==> config.mk <==
export PLATFORM = sky130hd
export DESIGN_NAME = multi_clk_divider
export DESIGN_NICKNAME = d
export VERILOG_FILES = /design/src/rtl/multi_clk_divider.sv
export SDC_FILE = /design/constraint.sdc
export NUM_CORES = 1
export LEC_CHECK = 0
export CAP_MARGIN = 5
export CORE_MARGIN = 2
export CORE_UTILIZATION = 50
export CTS_CLUSTER_SIZE = 16
export DETAILED_ROUTE_END_ITERATION = 8
export PLACE_DENSITY = 0.79
export SLEW_MARGIN = 20
export SYNTH_ARGS = -nofsm -noshare
export SYNTH_HDL_FRONTEND = slang
export SYNTH_SLANG_ARGS = --single-unit
==> constraint.sdc <==
create_clock -name inclk -period 9.2 [get_ports inclk]
set_clock_uncertainty 0.15 [all_clocks]
set_input_delay 2.76 -clock inclk [delete_from_list [all_inputs] [get_ports inclk]]
set_output_delay 2.76 -clock inclk [all_outputs]
set_load 0.005 [all_outputs]
==> src/rtl/multi_clk_divider.sv <==
// multi_clk_divider
// NUM_CH independent toggle dividers sharing one input clock. Each channel produces a
// 50% duty divided clock with programmable half-period. The divisor is shadowed and only
// reloaded at a full-period boundary, so a mid-period change never distorts a phase.
// Channels start and stop gracefully: a high phase is never truncated by dropping en.
//
// Ports:
//   inclk          system clock, all state changes on posedge
//   Reset          asynchronous active-low reset
//   en             per-channel run request
//   div_clk_count  per-channel half-period in inclk cycles, channel i at [i*CNT_W +: CNT_W]
//   sync           one-cycle pulse, realigns every running channel to phase 0
//   outclk         divided clock per channel (registered)
//   outclk_Not     registered complement of outclk
//   rise_stb       one-cycle pulse in the cycle outclk[i] becomes 1
//   active         channel is not idle
//   count_check    per-channel live counter, for debug
module multi_clk_divider #(
  parameter int unsigned NUM_CH = 4,
  parameter int unsigned CNT_W  = 32
) (
  input  logic                    inclk,
  input  logic                    Reset,
  input  logic [NUM_CH-1:0]       en,
  input  logic [NUM_CH*CNT_W-1:0] div_clk_count,
  input  logic                    sync,
  output logic [NUM_CH-1:0]       outclk,
  output logic [NUM_CH-1:0]       outclk_Not,
  output logic [NUM_CH-1:0]       rise_stb,
  output logic [NUM_CH-1:0]       active,
  output logic [NUM_CH*CNT_W-1:0] count_check
);

  typedef enum logic [1:0] {StIdle, StRun, StStop} state_e;

  localparam logic [CNT_W-1:0] CntOne = CNT_W'(1);

  for (genvar i = 0; i < NUM_CH; i++) begin : g_ch
    state_e           state_q;
    logic [CNT_W-1:0] cnt_q;
    logic [CNT_W-1:0] act_div_q;
    logic             out_q;
    logic             out_n_q;
    logic             rise_q;
    logic [CNT_W-1:0] div;
    logic             tc;

    assign div = div_clk_count[i*CNT_W +: CNT_W];
    // Last cycle of the current half-period; act_div_q is never 0 outside idle.
    assign tc  = (cnt_q == act_div_q - CntOne);

    always_ff @(posedge inclk or negedge Reset) begin
      if (!Reset) begin
        state_q   <= StIdle;
        cnt_q     <= '0;
        act_div_q <= '0;
        out_q     <= 1'b0;
        out_n_q   <= 1'b1;
        rise_q    <= 1'b0;
      end else begin
        rise_q <= 1'b0;
        if (sync && (state_q != StIdle)) begin
          // Realign to phase 0; takes precedence over any toggle due this cycle.
          cnt_q     <= '0;
          out_q     <= 1'b0;
          out_n_q   <= 1'b1;
          act_div_q <= div;
          if ((state_q == StStop) || (div == '0)) begin
            state_q <= StIdle;
          end else begin
            state_q <= StRun;
          end
        end else begin
          unique case (state_q)
            StIdle: begin
              act_div_q <= div;
              cnt_q     <= '0;
              out_q     <= 1'b0;
              out_n_q   <= 1'b1;
              if (en[i] && (div != '0)) begin
                state_q <= StRun;
              end
            end
            StRun, StStop: begin
              if (!en[i] && !out_q) begin
                // Stop request while low: nothing to finish. Only reachable from run,
                // since a stopping channel is always high.
                state_q <= StIdle;
                cnt_q   <= '0;
              end else if (tc) begin
                cnt_q   <= '0;
                out_q   <= ~out_q;
                out_n_q <= out_q;
                if (out_q) begin
                  // Falling toggle closes a full period: safe point to reload or stop.
                  act_div_q <= div;
                  if (!en[i] || (div == '0)) begin
                    state_q <= StIdle;
                  end else begin
                    state_q <= StRun;
                  end
                end else begin
                  rise_q  <= 1'b1;
                  state_q <= StRun;
                end
              end else begin
                cnt_q   <= cnt_q + CntOne;
                state_q <= en[i] ? StRun : StStop;
              end
            end
            default: state_q <= StIdle;
          endcase
        end
      end
    end

    assign outclk[i]                       = out_q;
    assign outclk_Not[i]                   = out_n_q;
    assign rise_stb[i]                     = rise_q;
    assign active[i]                       = (state_q != StIdle);
    assign count_check[i*CNT_W +: CNT_W]   = cnt_q;
  end

endmodule

* After elaboration in Yosys (flattened, before gate mapping) *
Index checks and enable logic that the tools add are counted.

cells by class
  order comparisons = 0
  divide/modulo/power cells = 0
  bitwise operators = 4
  shifts and indexed selects = 0
  multiply operators = 0
  mux-type cells = 124
  reduce and logical (&&, ||, !) cells = 60
  $add $sub $neg = 8
  eq/ne operators = 28

operator list
  kind                                                 number
  two-way mux 32 bit                                   28
  one-hot mux 32 bit (2 select lines)                  8
  adder 32 x 1 -> 32 bit, second input constant        4
  equality test 32 bit                                 4
  logical NOT 32 bit                                   4
  nonzero test 32 bit                                  4
  subtractor 32 x 1 -> 32 bit, second input constant   4
  two-way mux 1 bit                                    52
  two-way mux 2 bit                                    24
  inequality test 3 bit, second input constant         16
  one-hot mux 1 bit (2 select lines)                   8
  one-hot mux 2 bit (2 select lines)                   4
  AND reduction 4 bit                                  4
  logical AND 1 bit                                    12
  AND reduction 3 bit                                  4
  nonzero test 3 bit                                   4
  equality test 2 x 1 -> 1 bit, second input constant  4
  equality test 2 bit, second input constant           4
  logical NOT 1 bit                                    8
  logical NOT 2 bit                                    4
  logical OR 1 bit                                     8
  nonzero test 2 bit                                   4
  OR reduction 2 bit                                   4
  NOT 1 bit                                            4

word-level totals
  word-level logic and storage cells = 248
  register bits = 276
  memory bits (read-only) = 0
  input bits = 135
  bits in latches = 0
  RAM bits = 0
  output and inout port bits = 144
  memories kept = 0

* Longest topological paths before layout *
Gate-level depths: netlist of run 1.

  depth in word-level cells = 8
  depth in mapped cells = 14
  gate-level depth less buffers = 11

* Least setup slack after synthesis of run 1 *
Ideal clock, no wire load.

  kind = input port to flip-flop
  start point = input sync
  end point = register g_ch[3].act_div_q[0]
  setup time = 125 ps
  arrival time = 4,204 ps
  data required time = 8,925 ps
  slack = 4,721 ps
  stages on the path = 6
  cells stage by stage = clkbuf_1 > nand2_1 > o21ai_0 > a31oi_1 > clkbuf_1 > mux2_2

on the way
  word-level cells in the longest chain between the ends = 3
  elaborated cells between the ends (all ways) = 7

RTL lines
  what                                                                   line  source
  start, declared                                                        26    input logic sync,
  logical AND 1 bit (*)                                                  62    if (sync && (state_q != StIdle)) begin
  inequality test 3 bit (no line) or nonzero test 3 bit (tied branches)  --
  AND reduction 4 bit (no line)                                          --
  end signal, assigned                                                   67    act_div_q <= div;
  end signal, assigned                                                   76    act_div_q <= div;
  end signal, assigned                                                   96    act_div_q <= div;
  end, declared                                                          41    logic [CNT_W-1:0] act_div_q;

Every way passes the cells marked *; elsewhere a longest branch is shown, timed or not.
A chain may end at the register's enable or synchronous reset.

* Worst setup path after layout of run 1 *
  start point = register g_ch[1].state_q[0]
  end point = output active[1]

on the way
  word-level cells in the longest chain between the ends = 1

RTL lines
  what                    line  source
  start, declared         39    state_e state_q;
  start signal, assigned  54    state_q <= StIdle;
  start signal, assigned  69    state_q <= StIdle;
  start signal, assigned  71    state_q <= StRun;
  nonzero test 2 bit      120   assign active[i] = (state_q != StIdle);
  end, declared           30    output logic [NUM_CH-1:0] active,

Every way passes these cells.

==> impl_metrics.py, run 1 <==
metrics = {
    "sta": {
        "relSlewSlack_pct": 32.16,
        "fin_crit_sh_pct": 58.59,
        "tns_ns": 0,
        "period_minus_slack_ns": 5.390,
        "finalHoldViolations": 0,
        "setup_viol_count_final": 0,
        "max_freq_mhz": 185.5,
        "drv_slew": 0,
        "worst_pin_slew_ns": 1.018,
        "rsz0062_at_grt": "no",
    },
    "finish": {
        "final_util_pct": 61.28,
        "diodes": 0,
        "layout_common_cells": "clkdlybuf4s50_1 (277), dfrtp_1 (272), nand2_1 (203)",
        "multi_input_area_um2": 11790,
        "synthToLayoutAreaGrowth_pct": 20.60,
        "regArea_um2": 6912,
        "drive_gt1_share_pct": 9.560,
        "nets": 2609,
        "fillers": 3290,
        "final_common_cell": "clkdlybuf4s50_1",
    },
    "worst_setup_path": {
        "cp_top_family": "buffers and inverters",
        "cp.required_ns": 6.29,
        "start_kind": "flip-flop",
        "crit_fanout": 32,
        "cp_cell_sequence": "inv_1 > ha_2 > inv_2 > clkdlybuf4s50_1",
        "r2r_setup_slack_ns": 3.94,
        "r2r_start": "g_ch[1].act_div_q[9]",
        "r2r_cells": 10,
        "critPathSlowestCell": "ha_2",
        "cp_slowest_stage_delay_ns": 0.62,
        "cp-end-kind": "output pin",
        "critPathArrivalTime_ns": 2.48,
        "cp_num_buf_inv": 3,
        "cp-startpoint": "g_ch[1].state_q[0]",
        "r2r_end": "g_ch[1].act_div_q[22]",
        "path_class": "flip-flop to output pin",
    },
    "power_and_ir_drop": {
        "irDropWorstVdd_mv": 0.2039,
        "p_switching_uw": 2325,
        "p_seq_share_pct": 35.5,
        "p_per_area_nw_per_um2": 244.9,
        "internal-power_uw": 3488,
        "clkPwrFrac_pct": 23.1,
        "p_sw_share_pct": 39.99,
        "pwr-share-comb_pct": 41.4,
        "leakage_uw": 0.008871,
    },
    "cts": {
        "hold_buffers": 0,
        "clk_path_buf_depth": 3,
        "htreeDepth": 2,
        "cts_setup_buffers": 0,
        "clock-sinks": 276,
        "cts_buffers": 34,
        "cts_tree": "built",
        "worstSkewPairLatency_ns": 0.55,
        "cts_resized": 0,
        "cts_root_buf": "clkbuf_16",
        "clk_pin_slew_worst_paths_ns": 0.06,
    },
    "die": {
        "fp.dieW_um": 202.4,
        "io_pins": 279,
        "die_area_um2": 40970,
        "fp-row-count": 72,
        "floorplan.initialDensity_pct": 50.81,
        "die_h_um": 202.4,
        "core_um2": 38740,
    },
    "hold_path": {
        "holdCritStartpoint": "g_ch[3].out_n_q",
        "hold_depth": 2,
        "min_to": "g_ch[3].out_n_q",
        "hold_class": "flip-flop to flip-flop",
    },
    "yosys": {
        "syn_area_um2": 19680,
        "ys_ff_latch": 276,
        "synth-edff-count": 0,
        "syn_nets": 2437,
        "synthCells": 2282,
        "synth_top_area_cell": "dfrtp_1",
        "ys.warnings.count": 0,
        "ys_seq_area_share_pct": 35.12,
        "ys_top_cells_by_area": "dfrtp_1 (35%), xnor2_1 (5.3%), mux2_2 (3.9%)",
        "synth.distinct_cells": 84,
        "syn_avg_cell_area_um2": 8.625,
        "synth_top_area_share_pct": 34.58,
        "async_flop_share_pct": 100.0,
        "ys.flop_type": "dfrtp_1",
    },
    "drt": {
        "wl_per_cell_um": 19.82,
        "firstDrtPassIters": 6,
        "num_vias": 19000,
        "first_iter_violations": 1456,
        "vias_per_cell": 6.338,
        "ant_nets": 0,
        "totalWireLength_um": 59390,
        "drc_errors": 0,
    },
    "place": {
        "dp_hpwl_um": 42220,
        "port-buffer-count": 278,
        "gp_congestion": 0.9181,
    },
    "global_route": {
        "grt_usage_pct": 28.39,
        "grt_max_degree": 154,
        "grt_overflow": 0,
        "antenna_found_initial": 0,
        "grt_pass1_vias": 17920,
        "grt_pass1_wl_um": 95630,
    },
    "job": {
        "max-cap-violations": 0,
    },
    "outcome": {
        "status": "finished clean",
    },
}
-- cell families (layout without fill, tap and decap cells) --
| family | after synthesis | count (layout) | synth area share, % |
|---|---|---|---|
| buffers and inverters | 252 | 449 | 5.429 |
| DFF | 276 | 276 | 35.12 |
| adders and majority gates | 20 | 20 | 1.271 |
| muxes | 124 | 124 | 7.502 |
| xor gates and xnor gates | 185 | 185 | 8.233 |
| AOI/OAI and AO/OA | 432 | 432 | 15.31 |
| and+or+nand+nor | 993 | 993 | 27.14 |
-- synth_stat cells, types with 7 or more instances --
library cell    n
nand3_1       123
a311oi_1       26
o211ai_1       26
nand4b_1       14
nand2_1       203
inv_1          87
nor4_1         77
nor4b_1        31
o21ai_0        77
and2_1         19
o31ai_1        13
or2_2          14
and4_1          8
dfrtp_1       272
a31oi_1        32
xnor2_1       120
mux2_2         69
buf_2           7
or4_1          25
a211oi_1       12
o22ai_1        49
a21oi_1        54
nor2b_1        14
nor3b_1        15
clkbuf_1      133
or3_1          27
ha_1           20
mux2i_1        23
a22o_1         20
o22a_1          8
and3_1         41
mux2_4         29
xor2_1         65
o311ai_0       31
nand4_1        84
nand3b_1       10
nor3_1         84
a31o_2         18
o31a_1         12
nand2b_1       20
buf_4          13
nor2_1        162
-- area by class of cell --
type | instances | share of cell area (%)
Multi-Input combinational cell | 1754 | 49.65
Sequential cell | 276 | 29.12
Timing Repair Buffer | 300 | 12.49
Clock buffer | 54 | 4.338
Tap cell | 518 | 2.730
Inverter | 88 | 1.392
Clock inverter | 7 | 0.2794
-- power by group through the flow --
stage / logic [uW] / registers [uW] / clock network [uW]
finish: 2410 / 2060 / 1340
global route: 2640 / 2120 / 1410
CTS: 2390 / 2050 / 1370
detailed placement: 2380 / 2060 / 0
global placement: 2290 / 2040 / 0
floorplan: 2000 / 1820 / 0
-- worst max-delay path by stage --
stage,endpoint,slack [ns],depth (start not counted)
2_1_floorplan,g_ch[3].act_div_q[0],4.72,6
3_3_place_gp,g_ch[1].cnt_q[23],3.65,8
3_5_place_dp,g_ch[1].cnt_q[17],3.50,8
4_1_cts,g_ch[0].act_div_q[3],3.78,9
5_1_grt,active[1],3.68,4
6_report,active[1],3.81,4
-- routing by layer --
layer  vias to the layer above  wire length, um  track usage [%]  share of wire, %
met2                       799            27800            45.07                47
met4                         0             1826            10.11               3.1
li1                       8830                -                -                 -
met5                         -                0                0                 0
met3                       122             4210            3.821               7.1
met1                      9244            25550            39.72                43
-- tightest hold or removal path, stage by stage (launching register included) --
cell and delay (ns):
dfstp_2 0.37, o21ai_0 0.06, nand2_1 0.05
-- sequential cells by signal, summed over array words and instances (netlist names) --
register        count
g_ch.act_div_q    128
g_ch.cnt_q        128
g_ch.out_n_q        4
g_ch.out_q          4
g_ch.rise_q         4
g_ch.state_q        8
-- metrics by stage --
| step | setup WS, ns | power (uW) | hold slack, ns | cells | area, um^2 |
|---|---|---|---|---|---|
| 2_1_floorplan | 4.721 | 3821 | 0.3079 | 2282 | 19680 |
| 3_5_place_dp | 3.505 | 4440 | 0.3212 | 2936 | 22620 |
| 5_1_grt | 3.679 | 6176 | 0.3608 | 2997 | 23740 |
| 3_3_place_gp | 3.653 | 4338 | 0.3198 | 2936 | 22620 |
| 6_report | 3.810 | 5813 | 0.3270 | 2997 | 23740 |
| 4_1_cts | 3.783 | 5811 | 0.3298 | 2997 | 23720 |
Power figures use the tool's default switching activity.
==> run 2: changes to the inputs <==
PLACE_DENSITY = 0.82   (was 0.79)
clock period = 4.4 ns   (was 9.2 ns; I/O delays follow)
==> run 2 against run 1 <==
  * Non-clock buffer count up 39
  * Utilization up 0.93 points
  * Combinational power up 120%
  * Highest routed layer is now met5
==> impl_metrics.py, run 2 (synthesis gave the netlist of run 1 again) <==
metrics = {
    "outcome": {
        "status": "finished clean",
    },
    "sta": {
        "drv_slew": 0,
        "fin_crit_sh_pct": 94.70,
        "worst_pin_slew_ns": 1.014,
        "setup_viol_count_final": 0,
        "relSlewSlack_pct": 31.90,
        "tns_ns": 0,
        "max_freq_mhz": 240.0,
        "period_minus_slack_ns": 4.167,
        "rsz0062_at_grt": "no",
        "setup_ws_ns": 0.2332,
        "finalHoldViolations": 0,
    },
    "drt": {
        "drc_errors": 0,
        "firstDrtPassIters": 5,
        "wl_per_cell_um": 20.10,
        "ant_nets": 0,
        "num_vias": 19400,
        "first_iter_violations": 1468,
        "totalWireLength_um": 60980,
        "vias_per_cell": 6.395,
    },
    "place": {
        "gp_congestion": 0.9228,
        "place_ws_ns": 0.2696,
        "dp_hpwl_um": 43970,
        "port-buffer-count": 278,
        "postPlaceCellArea_um2": 22970,
    },
    "finish": {
        "layout_common_cells": "clkdlybuf4s50_1 (277), dfrtp_1 (272), nand2_1 (203)",
        "nets": 2648,
        "multi_input_area_um2": 11770,
        "fillers": 3216,
        "final_common_cell": "clkdlybuf4s50_1",
        "drive_gt1_share_pct": 11.09,
        "final_util_pct": 62.20,
        "synthToLayoutAreaGrowth_pct": 22.43,
        "design_area_um2": 24100,
        "regArea_um2": 6912,
        "reg_top3": "g_ch.act_div_q: 128 flops, g_ch.cnt_q: 128 flops, g_ch.state_q: 8 flops",
    },
    "hold_path": {
        "hold_class": "flip-flop to flip-flop",
        "holdCritStartpoint": "g_ch[3].out_n_q",
        "min_to": "g_ch[3].out_n_q",
        "hold_depth": 2,
    },
    "worst_setup_path": {
        "cp-end-kind": "flip-flop",
        "start_kind": "flip-flop",
        "crit_fanout": 32,
        "r2r_end": "g_ch[2].act_div_q[7]",
        "r2r_cells": 10,
        "r2r_setup_slack_ns": 0.23,
        "cp.required_ns": 4.67,
        "cp-startpoint": "g_ch[2].act_div_q[3]",
        "path_class": "flip-flop to flip-flop",
        "critPathArrivalTime_ns": 4.44,
        "r2r_start": "g_ch[2].act_div_q[3]",
    },
    "power_and_ir_drop": {
        "p_per_area_nw_per_um2": 511.9,
        "irDropWorstVdd_mv": 0.3339,
        "leakage_uw": 0.009085,
    },
    "die": {
        "fp.dieW_um": 202.4,
        "floorplan.initialDensity_pct": 50.81,
        "fp-row-count": 72,
        "io_pins": 279,
        "die_h_um": 202.4,
        "die_area_um2": 40970,
        "core_um2": 38740,
    },
    "cts": {
        "htreeDepth": 2,
        "cts_tree": "built",
        "clk_path_buf_depth": 3,
        "cts_buffers": 34,
        "hold_buffers": 0,
        "cts_root_buf": "clkbuf_16",
        "worstSkewPairLatency_ns": 0.54,
        "clock-sinks": 276,
        "clk_pin_slew_worst_paths_ns": 0.06,
    },
    "global_route": {
        "grt_usage_pct": 29.01,
        "grt_max_degree": 103,
        "grt_pass1_wl_um": 97690,
        "antenna_found_initial": 2,
        "grt_pass1_vias": 18710,
        "grt_overflow": 0,
    },
    "job": {
        "max-cap-violations": 0,
    },
}
## run 2: worst max path at each step
stage	slack (ns)	to	cells past startpoint
2_1_floorplan	0.10	g_ch[0].act_div_q[10]	13
3_3_place_gp	0.34	g_ch[2].act_div_q[7]	10
3_5_place_dp	0.27	g_ch[2].act_div_q[7]	10
4_1_cts	0.25	g_ch[0].act_div_q[3]	10
5_1_grt	0.03	g_ch[2].cnt_q[7]	11
6_report	0.23	g_ch[2].act_div_q[7]	10
## run 2: worst max-delay path, cell delays in order, from the launching register on
cell and delay, ns:
dfrtp_1 0.44, or4_1 0.67, or4_1 0.66, o31a_1 0.35
o32ai_1 0.26, a31oi_1 0.11, or3b_2 0.50, nor3_1 0.19
o21ai_2 0.07, buf_4 0.25, mux2_1 0.36
## run 2: per-stage QoR
stage,total power (uW),cells,hold slack (ns)
final,12330,3034,0.3615
after global routing,13050,3034,0.3596
after CTS,12290,3033,0.3577
after detailed placement,9413,2975,0.3537
after global placement,9201,2975,0.3360
after floorplan,7989,2282,0.3079
## run 2: metal layers
metal	vias to the layer above	global-route usage, %	part of all wire [%]
li1	8914	-	-
met1	9453	39.03	42
met2	891	46.69	47
met3	141	4.644	7.5
met4	2	11.84	3.3
met5	-	0	0.023
## run 2: report_power, final
part / switching, uW / internal, uW
logic: 2680 / 2530
clock network: 1130 / 1690
registers: 1110 / 3190
total: 4930 / 7410
## run 2: what timing repair did
item	CTS	global route
endpoints found under the hold margin	0	0
endpoints found under the setup margin	0	9
resized for setup	0	3
buffers inserted	0	0
## run 2: cell type report
| class | count | area share, % |
|---|---|---|
| clock inverter | 8 | 0.3064 |
| clock buffer | 50 | 4.294 |
| tap | 518 | 2.690 |
| timing repair buffer | 339 | 13.78 |
| inverter | 88 | 1.371 |
| multi-input combinational | 1754 | 48.86 |
| sequential | 276 | 28.68 |
| antenna | 1 | 0.01039 |
==> run 3: changes to the inputs <==
--- a/config.mk
+++ b/config.mk
@@ -11,5 +11,5 @@
 export CTS_CLUSTER_SIZE = 16
 export DETAILED_ROUTE_END_ITERATION = 8
-export PLACE_DENSITY = 0.82
+export PLACE_DENSITY = 0.79
 export SLEW_MARGIN = 20
 export SYNTH_ARGS = -nofsm -noshare
==> constraint.sdc (replaced) <==
create_clock -name inclk -period 4.16 [get_ports inclk]
set_clock_uncertainty 0.15 [all_clocks]
set_input_delay 0.416 -clock inclk [delete_from_list [all_inputs] [get_ports inclk]]
set_output_delay 0.416 -clock inclk [all_outputs]
set_load 0.005 [all_outputs]
==> run 3 against run 2 <==
  * Via count shrank 1.0%
  * Maximum frequency grew 4.1%
  * Non-clock buffer count grew 18
  * Combinational power grew 9.2%
  * Wire length shrank 0.93%
  * Register-to-register slack lost 0.08 ns
  * Die area is the same
  * Worst hold slack lost 0.0075 ns
  * Count of clock-buffer cells in the layout shrank 5
  * First-iteration DRC count grew 7.7%
==> impl_metrics.py, run 3 (synthesis gave the netlist of run 1 again) <==
metrics = {
    "outcome": {
        "status": "finished clean",
    },
    "drt": {
        "firstDrtPassIters": 5,
        "num_vias": 19200,
        "totalWireLength_um": 60410,
        "drc_errors": 0,
        "first_iter_violations": 1581,
        "vias_per_cell": 6.292,
        "ant_nets": 0,
        "wl_per_cell_um": 19.79,
    },
    "cts": {
        "htreeDepth": 2,
        "cts_root_buf": "clkbuf_16",
        "clk_path_buf_depth": 3,
        "worstSkewPairLatency_ns": 0.55,
        "cts_buffers": 34,
        "clock-sinks": 276,
        "cts_tree": "built",
        "clk_pin_slew_worst_paths_ns": 0.06,
    },
    "place": {
        "dp_hpwl_um": 43680,
        "place_ws_ns": 0.09377,
        "gp_congestion": 0.9358,
        "port-buffer-count": 278,
        "postPlaceCellArea_um2": 23070,
        "dp_cells": 2991,
    },
    "die": {
        "io_pins": 279,
        "fp-row-count": 72,
        "die_h_um": 202.4,
        "floorplan.initialDensity_pct": 50.81,
        "die_area_um2": 40970,
        "core_um2": 38740,
        "fp.dieW_um": 202.4,
    },
    "sta": {
        "period_minus_slack_ns": 4.004,
        "max_freq_mhz": 249.7,
        "worst_pin_slew_ns": 0.9420,
        "relSlewSlack_pct": 37.20,
        "setup_ws_ns": 0.1556,
        "drv_slew": 0,
        "fin_crit_sh_pct": 96.26,
        "finalHoldViolations": 0,
        "rsz0062_at_grt": "no",
        "timing.hold.ws_ns": 0.3539,
        "setup_viol_count_final": 0,
        "tns_ns": 0,
    },
    "power_and_ir_drop": {
        "p_per_area_nw_per_um2": 550.4,
        "internal-power_uw": 8104,
        "clkPwrFrac_pct": 23.7,
        "p_switching_uw": 5292,
        "leakage_uw": 0.009219,
        "p_sw_share_pct": 39.51,
        "p_seq_share_pct": 33.8,
        "pwr-share-comb_pct": 42.5,
        "irDropWorstVdd_mv": 0.3836,
    },
    "global_route": {
        "grt_pass1_wl_um": 97790,
        "grt_max_degree": 111,
        "antenna_found_initial": 1,
        "grt_usage_pct": 29.05,
        "grt_overflow": 0,
        "grt_pass1_vias": 18580,
    },
    "finish": {
        "final_common_cell": "clkdlybuf4s50_1",
        "finalNonFillerCells": 3052,
        "nets": 2666,
        "layout_common_cells": "clkdlybuf4s50_1 (277), dfrtp_1 (272), nand2_1 (203)",
        "reg_top3": "g_ch.act_div_q: 128 flops, g_ch.cnt_q: 128 flops, g_ch.state_q: 8 flops",
        "drive_gt1_share_pct": 12.08,
        "design_area_um2": 24340,
        "synthToLayoutAreaGrowth_pct": 23.66,
        "diodes": 0,
    },
    "worst_setup_path": {
        "cp.required_ns": 4.43,
        "critPathSlowestCell": "or4_4",
        "cp_cell_sequence": "or4_1 > or4_4 > o31a_1 > o21bai_1 > a31oi_1 > nor2_1 > nand4_1 > buf_4 > nand2_1 > buf_4 > o311ai_0",
        "crit_top_cell": "buf_4",
        "cp_slowest_stage_delay_ns": 0.59,
        "start_kind": "flip-flop",
        "path_class": "flip-flop to flip-flop",
        "cp-end-kind": "flip-flop",
        "critPathArrivalTime_ns": 4.28,
        "crit_fanout": 29,
    },
    "job": {
        "max-cap-violations": 0,
    },
    "hold_path": {
        "hold_class": "flip-flop to flip-flop",
    },
}
[run 3: area by class of cell]
| type | count | area [um^2] |
|---|---|---|
| clock buffers | 45 | 943.4 |
| repair buffers | 357 | 3433 |
| inverters | 88 | 330.3 |
| well taps | 518 | 648.1 |
| flip-flops and latches | 276 | 6912 |
| multi-input cells | 1754 | 11850 |
| fillers | 3250 | 14400 |
| clock inverters | 14 | 224.0 |
[run 3: metrics by stage]
stage | total power (uW) | util [%]
2_1_floorplan | 8457 | -
3_3_place_gp | 9846 | 59.56
3_5_place_dp | 10070 | 59.56
4_1_cts | 13310 | 62.60
5_1_grt | 14170 | 62.83
6_report | 13400 | 62.83
[run 3: power groups by stage]
stage	Combinational, uW	Sequential (uW)	Clock [uW]
4_1_cts	5620	4470	3220
3_5_place_dp	5570	4500	0
6_report	5690	4530	3180
5_1_grt	6200	4640	3330
3_3_place_gp	5380	4460	0
2_1_floorplan	4430	4030	0
[run 3: worst max-delay path, delay by kind of cell, from the launching register on]
| family | cells | cell delay, ns |
|---|---|---|
| buffers and inverters | 2 | 0.55 |
| DFF | 1 | 0.44 |
| AOI/OAI and AO/OA | 4 | 1.23 |
| and+or+nand+nor | 5 | 1.50 |
[run 3: final timing paths]
check,depth (start not counted),start,end,slack (ns)
max,11,g_ch[2].act_div_q[4],g_ch[2].cnt_q[22],0.16
min,2,g_ch[3].out_n_q,g_ch[3].out_n_q,0.35
max reg2reg,11,g_ch[2].act_div_q[4],g_ch[2].cnt_q[22],0.16
min reg2reg,2,g_ch[3].out_n_q,g_ch[3].out_n_q,0.35
max in group asynchronous,3,Reset,g_ch[3].out_n_q,2.43
min in group asynchronous,2,Reset,g_ch[2].act_div_q[22],0.36
[run 3: metal layers]
| layer | global-route usage, % | up-vias | wire length [um] |
|---|---|---|---|
| met5 | 0 | - | 12 |
| met4 | 10.45 | 2 | 1775 |
| met3 | 4.708 | 119 | 4139 |
| met2 | 46.83 | 794 | 28450 |
| met1 | 39.52 | 9342 | 26040 |
| li1 | - | 8945 | - |
[run 3: repair_timing]
item	in CTS	in global routing
hold endpoints to repair	103	0
hold buffers	1	0
setup buffers	0	1
gates resized for setup	0	13
setup endpoints to repair	0	134
